`config.mk`:
```
export PLATFORM = sky130hd
export DESIGN_NAME = pc_redirect_ctrl
export DESIGN_NICKNAME = d
export VERILOG_FILES = /design/src/rtl/core_pkg.sv /design/src/rtl/branch_stats.sv /design/src/rtl/pc_redirect_ctrl.sv
export SDC_FILE = /design/constraint.sdc
export NUM_CORES = 1
export LEC_CHECK = 0
export CORE_MARGIN = 10
export CORE_UTILIZATION = 48
export CTS_BUF_LIST = sky130_fd_sc_hd__clkbuf_4
export DETAILED_ROUTE_END_ITERATION = 8
export PLACE_DENSITY = 0.82
export SYNTH_ARGS = -nofsm -noshare
export SYNTH_HDL_FRONTEND = slang
export SYNTH_HIERARCHICAL = 1
export SYNTH_SLANG_ARGS = --single-unit
export TNS_END_PERCENT = 30
```
`constraint.sdc`:
```
create_clock -name clk -period 2.3 [get_ports clk]
set_input_delay 0.46 -clock clk [delete_from_list [all_inputs] [get_ports clk]]
set_output_delay 0.46 -clock clk [all_outputs]
set_load 0.005 [all_outputs]
```
`src/rtl/core_pkg.sv`:
```
// Shared core definitions: data width, default reset PC and the fetch-control state type.
// Latency: n/a (package only).
// Backpressure: n/a.
package core_pkg;

    localparam int XLEN = 32;

    // First fetch address after reset unless the instantiation overrides it.
    localparam logic [XLEN-1:0] RESET_PC_DEFAULT = 32'h0000_0000;

    typedef enum logic [1:0] {
        BOOT   = 2'd0,
        RUN    = 2'd1,
        BUBBLE = 2'd2
    } pc_state_t;

    // Instructions are 32-bit, so a legal target has its two low bits clear.
    function automatic logic is_word_aligned(input logic [XLEN-1:0] addr);
        return addr[1:0] == 2'b00;
    endfunction

endpackage

```
`src/rtl/branch_stats.sv`:
```
// Saturating event counters for accepted and misaligned redirects.
// Latency: a count reflects an event one clock after the event's inc strobe.
// Backpressure: none; counters stick at all-ones instead of wrapping.
//
// Ports:
//   clk, rst         core clock, synchronous active-high reset (clears both counts)
//   inc_redirect     one accepted redirect this cycle
//   inc_misalign     one misaligned redirect this cycle
//   redirect_count   accepted redirects since reset
//   misalign_count   misaligned redirects since reset
module branch_stats
    import core_pkg::*;
(
    input  logic            clk,
    input  logic            rst,
    input  logic            inc_redirect,
    input  logic            inc_misalign,
    output logic [XLEN-1:0] redirect_count,
    output logic [XLEN-1:0] misalign_count
);

    localparam logic [XLEN-1:0] CNT_MAX = '1;

    always_ff @(posedge clk) begin
        if (rst) begin
            redirect_count <= '0;
            misalign_count <= '0;
        end else begin
            if (inc_redirect && (redirect_count != CNT_MAX)) begin
                redirect_count <= redirect_count + 32'd1;
            end
            if (inc_misalign && (misalign_count != CNT_MAX)) begin
                misalign_count <= misalign_count + 32'd1;
            end
        end
    end

endmodule

```
`src/rtl/pc_redirect_ctrl.sv`:
```
// Fetch PC sequencer: boots at RESET_PC, steps by 4, and takes EX-stage redirects with a one-cycle fetch bubble.
// Latency: a redirect updates pc_out on the next edge; flushes are combinational in the redirect cycle.
// Backpressure: PC holds while stall is high or imem_ready is low; an accepted redirect overrides both.
//
// Ports:
//   clk, rst          core clock, synchronous active-high reset
//   stall             load-use hold from the hazard unit
//   redirect_valid    EX-stage taken branch/jump
//   redirect_target   EX-stage target address
//   imem_ready        instruction memory accepts the current fetch
//   pc_out            current fetch address
//   fetch_valid       pc_out is a live fetch request (high only in RUN)
//   flush_ifid/idex   squash IF/ID and ID/EX this cycle
//   misaligned_err    one-cycle pulse after a redirect to a non-word-aligned target
// Optional (macro BRANCH_STATS_EN): redirect_count, misalign_count saturating statistics.
module pc_redirect_ctrl
    import core_pkg::*;
#(
    parameter logic [XLEN-1:0] RESET_PC = RESET_PC_DEFAULT
) (
    input  logic            clk,
    input  logic            rst,
    input  logic            stall,
    input  logic            redirect_valid,
    input  logic [XLEN-1:0] redirect_target,
    input  logic            imem_ready,
    output logic [XLEN-1:0] pc_out,
    output logic            fetch_valid,
    output logic            flush_ifid,
    output logic            flush_idex,
    output logic            misaligned_err
`ifdef BRANCH_STATS_EN
    ,
    output logic [XLEN-1:0] redirect_count,
    output logic [XLEN-1:0] misalign_count
`endif
);

    pc_state_t state;

    logic target_aligned;
    logic redirect_accept;
    logic redirect_misalign;

    assign target_aligned = is_word_aligned(redirect_target);

    // Redirects are ignored in BOOT, and a reset in the same cycle wins over
    // everything, so neither event is reported while rst is high.
    assign redirect_accept   = redirect_valid &&  target_aligned && (state != BOOT) && !rst;
    assign redirect_misalign = redirect_valid && !target_aligned && (state != BOOT) && !rst;

    assign flush_ifid  = redirect_accept;
    assign flush_idex  = redirect_accept;
    assign fetch_valid = (state == RUN);

    always_ff @(posedge clk) begin
        if (rst) begin
            state          <= BOOT;
            pc_out         <= RESET_PC;
            misaligned_err <= 1'b0;
        end else begin
            misaligned_err <= redirect_misalign;
            case (state)
                BOOT: begin
                    state <= RUN;
                end
                RUN, BUBBLE: begin
                    if (redirect_accept) begin
                        // A redirect seen in BUBBLE restarts the bubble.
                        pc_out <= redirect_target;
                        state  <= BUBBLE;
                    end else begin
                        state <= RUN;
                        // Only a live fetch that memory accepted moves the PC;
                        // in BUBBLE the target is held so it gets fetched next.
                        if ((state == RUN) && imem_ready && !stall) begin
                            pc_out <= pc_out + 32'd4;
                        end
                    end
                end
                default: begin
                    state <= BOOT;
                end
            endcase
        end
    end

`ifdef BRANCH_STATS_EN
    branch_stats u_branch_stats (
        .clk            (clk),
        .rst            (rst),
        .inc_redirect   (redirect_accept),
        .inc_misalign   (redirect_misalign),
        .redirect_count (redirect_count),
        .misalign_count (misalign_count)
    );
`endif

endmodule

```
* After elaboration in Yosys (flattened, before gate mapping)
Cells that the tools add are included.
** Storage, ports and cells
- Flip-flop bits (word level) :: 35
** Operators by class
- Mux-type cells :: 4
- $add $sub $neg :: 1
- Reductions and logical operators :: 17
- Equal/unequal tests :: 2
** Operators by type and width (count)
- 2-to-1 mux 32 bit :: 2
- adder 32 x 3 -> 32 bit (second input constant) :: 1
- logical AND 1 bit :: 8
- logical NOT 2 bit :: 2
- case mux 2 bit (2 select lines) :: 1
- nonzero test 2 bit :: 2
- logical NOT 1 bit :: 3
- equality test 2 x 1 -> 1 bit (second input constant) :: 1
- equality test 2 bit (second input constant) :: 1
- 2-to-1 mux 2 bit :: 1
- AND reduction 2 bit :: 1
- OR reduction 2 bit :: 1

* Depth between registers and ports, before layout
- Depth in word-level cells :: 6
- Gate-level depth with buffers :: 10
- Depth with buffers taken out :: 8

* Least setup slack after synthesis
OpenSTA, ideal clock, no wires.
- Path kind :: flip-flop to output port
- Start :: register state[0]
- End :: output port flush_ifid
- Stages on the path, launching flop included :: 9
- Setup slack :: 201 ps
- Data arrival time :: 1639 ps
- Buffers on the path :: 3
- Path through :: dfxtp_1 > inv_1 > ha_1 > nor4b_1 > clkbuf_8 > nand2_1 > inv_1 > buf_2 > buf_4
** On the way
- Longest elaborated chain between the ends :: 3
** RTL lines
- start: declaration :: RTL line pc_redirect_ctrl.sv:39 : pc_state_t state;
- start signal: assignment :: RTL line pc_redirect_ctrl.sv:58 : state <= BOOT;
- start signal: assignment :: RTL line pc_redirect_ctrl.sv:65 : state <= RUN;
- start signal: assignment :: RTL line pc_redirect_ctrl.sv:71 : state <= BUBBLE;
- nonzero test 2 bit :: RTL line pc_redirect_ctrl.sv:49 : assign redirect_accept = redirect_valid && target_aligned && (state != BOOT) && !rst;
- logical AND 1 bit (2 in a row) :: RTL line pc_redirect_ctrl.sv:49
- end: declaration :: RTL line pc_redirect_ctrl.sv:29 : output logic flush_ifid,
Every way passes these cells.

* Worst setup path after layout
Ends and elaborated chain as after synthesis.

==> insert_results.sql <==
INSERT INTO impl_metrics (metric_group, metric, value, unit) VALUES
('routing', 'first_pass_iteration_count_of_the_detailed_router', '5', ''),
('routing', 'drt_first_iter_violations', '286', ''),
('floorplanning', 'die_x', '89.4', 'um'),
('sta', 'period_needed', '2.18', 'ns'),
('critical_path', 'crit_fanout', '4', ''),
('status', 'run_status', 'finished, final reports clean', ''),
('routing', 'post-route-drc-count', '0', ''),
('sta', 'slew_headroom', '64.6', '%'),
('routing', 'wirelength_met1', '3270', 'um'),
('clock_tree', 'clockBufferDepth', '2', ''),
('power_and_ir_drop', 'p_int', '0.921', 'mW'),
('clock_tree', 'cts.clk_slew.worst_paths', '0.12', 'ns'),
('floorplanning', 'floorplan.die_area', '7990', 'um2'),
('routing', 'route.met3.wl', '801', 'um'),
('synthesis', 'synth_flop_cell', 'dfxtp_1', ''),
('synthesis', 'mappedNetlistNets', '327', ''),
('worst_hold_path', 'worst_hold_path_type', 'in2reg', ''),
('power_and_ir_drop', 'seq_power_share', '51.3', '%'),
('clock_tree', 'clock-sinks', '35', ''),
('synthesis', 'synth.top_cell.area_share', '30.3', '%'),
('critical_path', 'crit_path_top_delay_cell', 'dfxtp_2', ''),
('global_route', 'grt_usage', '20.6', '%'),
('placement', 'port_buffers', '72', ''),
('synthesis', 'cells_taking_the_most_area_after_synthesis', 'dfxtp_1, a21oi_1, mux2i_1, nor2_1, and3_1', ''),
('sta', 'timing_worst_slew_pin_value', '0.526', 'ns'),
('sta', 'final_min_period_over_clock_period', '94.9', '%'),
('critical_path', 'cp_common_cell', 'inv_1', ''),
('power_and_ir_drop', 'largest_vdd_supply_drop', '0.000286', 'V'),
('synthesis', 'synth_async_sr_flop_share', '0', '%'),
('clock_tree', 'cts_max_level', '2', ''),
('clock_tree', 'cts-buffers-inserted', '5', ''),
('global_route', 'grt_antenna_before_repair', '0', ''),
('global_route', 'via_count_of_the_first_global_routing_pass', '2755', ''),
('power_and_ir_drop', 'power_density', '381', 'nW/um2'),
('routing', 'detail_route.vias_per_cell', '6.28', ''),
('finish', 'diodes', '0', ''),
('critical_path', 'cp_slowest_stage_delay', '0.34', 'ns'),
('critical_path', 'critPathKind', 'reg2out', ''),
('placement', 'detailed_place_hpwl', '6040', 'um'),
('power_and_ir_drop', 'p_comb_share', '22.0', '%'),
('flow_run', 'max_cap_violation_count', '0', ''),
('clock_tree', 'clock_insertion_delay_worst_skew', '0.35', 'ns'),
('sta', 'setup_viol', '0', ''),
('critical_path', 'worst-endpoint-arrival', '1.72', 'ns'),
('floorplanning', 'dieHeight', '89.4', 'um'),
('sta', 'setup_ws', '0.117', 'ns'),
('critical_path', 'required', '1.84', 'ns'),
('sta', 'achievable-frequency', '458', 'MHz'),
('finish', 'multi_input_area', '1460', 'um2'),
('clock_tree', 'cts_tree', 'done', ''),
('finish', 'post_route_cells_drive_above_1_share', '17.1', '%'),
('critical_path', 'setup.worst_path.start_class', 'register', ''),
('synthesis', 'synth_area', '2310', 'um2'),
('finish', 'fin_nets', '427', ''),
('critical_path', 'crit_buf_inv', '4', ''),
('synthesis', 'postSynthCellCount', '286', ''),
('synthesis', 'synth.avg_cell_area', '8.08', 'um2'),
('global_route', 'largest_net_degree_at_the_start_of_global_routing', '21', ''),
('finish', 'stdcell_count', '441', ''),
('finish', 'seqCellArea', '703', 'um2'),
('power_and_ir_drop', 'clockPowerShare', '26.7', '%'),
('placement', 'place_ws', '-0.170', 'ns'),
('synthesis', 'synth-seq-cells', '35', ''),
('power_and_ir_drop', 'cellLeakagePower', '1.27', 'nW'),
('clock_tree', 'clockRootBuffer', 'clkbuf_4', ''),
('power_and_ir_drop', 'power.switching', '0.358', 'mW'),
('sta', 'final_hold_viol_count', '0', ''),
('synthesis', 'seq_area_frac_synth', '30.3', '%'),
('finish', 'finalInstanceArea', '3360', 'um2'),
('sta', 'timing.setup.tns', '0', 'ns'),
('routing', 'highest_layer', 'met4', '');
## layout by cell type, fill, tap and decap left out, drive strengths merged, types with 8 or more instances in the layout
master         Yosys  layout
nand4             11      11
nor2              27      27
o22ai              8       8
nand2             18      18
a21oi             28      28
nor4              11      11
mux2i             10      10
and3              15      15
nor3              10      10
clkdlybuf4s50      0      67
nand3             17      17
o21ai             14      14
inv                9       9
dfxtp             35      35
buf                8      41
## area by class of cell
cell class	count	share of cell area (%)
multi-input combinational	222	43.3
timing repair buffer	113	31.1
sequential	35	20.9
tap	54	2.01
clock buffer	6	1.34
inverter	9	1.01
clock inverter	2	0.224
## repair_timing
action                     in CTS  in global routing
resized for setup               7                  5
setup endpoints to repair       2                  7
setup buffers                   5                  3
pin swaps                       2                  4
## registers in the layout, summed over array words and instances (netlist names)
name            count
pc_out             32
state               2
misaligned_err      1
## metal layers
layer  vias up  track usage (%)
li1       1283                -
met1      1285             23.4
met2       172             34.9
met3        31             6.11
met4         0             8.96
met5         -                0
## power by group through the flow
stage               Combinational (mW)  Clock, mW  Sequential, mW
floorplan                        0.104          0           0.669
global placement                 0.261          0           0.667
detailed placement               0.265          0           0.668
CTS                              0.273      0.340           0.655
global route                     0.304      0.370           0.659
finish                           0.282      0.341           0.656
## cells in the mapped netlist (all sizes together) (4+ instances only)
master  count
o32ai       4
nor4       11
a21oi      28
dfxtp      35
inv         9
nand3      17
o22ai       8
o21ai      14
mux2i      10
nand4      11
buf         8
nor2       27
ha          4
clkbuf     12
a22oi       4
nand2      18
and3       15
nor3       10
## worst register-to-register path: stages (launching register included)
cell     delay, ns
dfxtp_1       0.36
ha_1          0.21
nand3_2       0.11
or4_1         0.75
nor3_1        0.32
mux2i_1       0.22
o22ai_1       0.10
## final timing paths
kind                           from                        end  depth (start not counted)
max             state[0]$_SDFF_PP0_                 flush_ifid                          7
min reg2reg  pc_out[0]$_SDFFE_PP0P_     pc_out[0]$_SDFFE_PP0P_                          1
max reg2reg  pc_out[3]$_SDFFE_PP0P_    pc_out[22]$_SDFFE_PP0P_                          6
min              redirect_target[1]  misaligned_err$_SDFF_PP0_                          3
## kinds of logic (layout without fill, tap and decap cells)
logic type                 Yosys count  in the layout  synth area share, %
AOI/OAI and AO/OA                   78             78                 21.3
adders and majority gates            4              4                 2.17
buffers and inverters               29            130                 7.85
DFF                                 35             35                 30.3
muxes                               10             10                 4.33
and+or+nand+nor                    130            130                 34.0
Note: power is estimated with default switching activity, not from simulation.
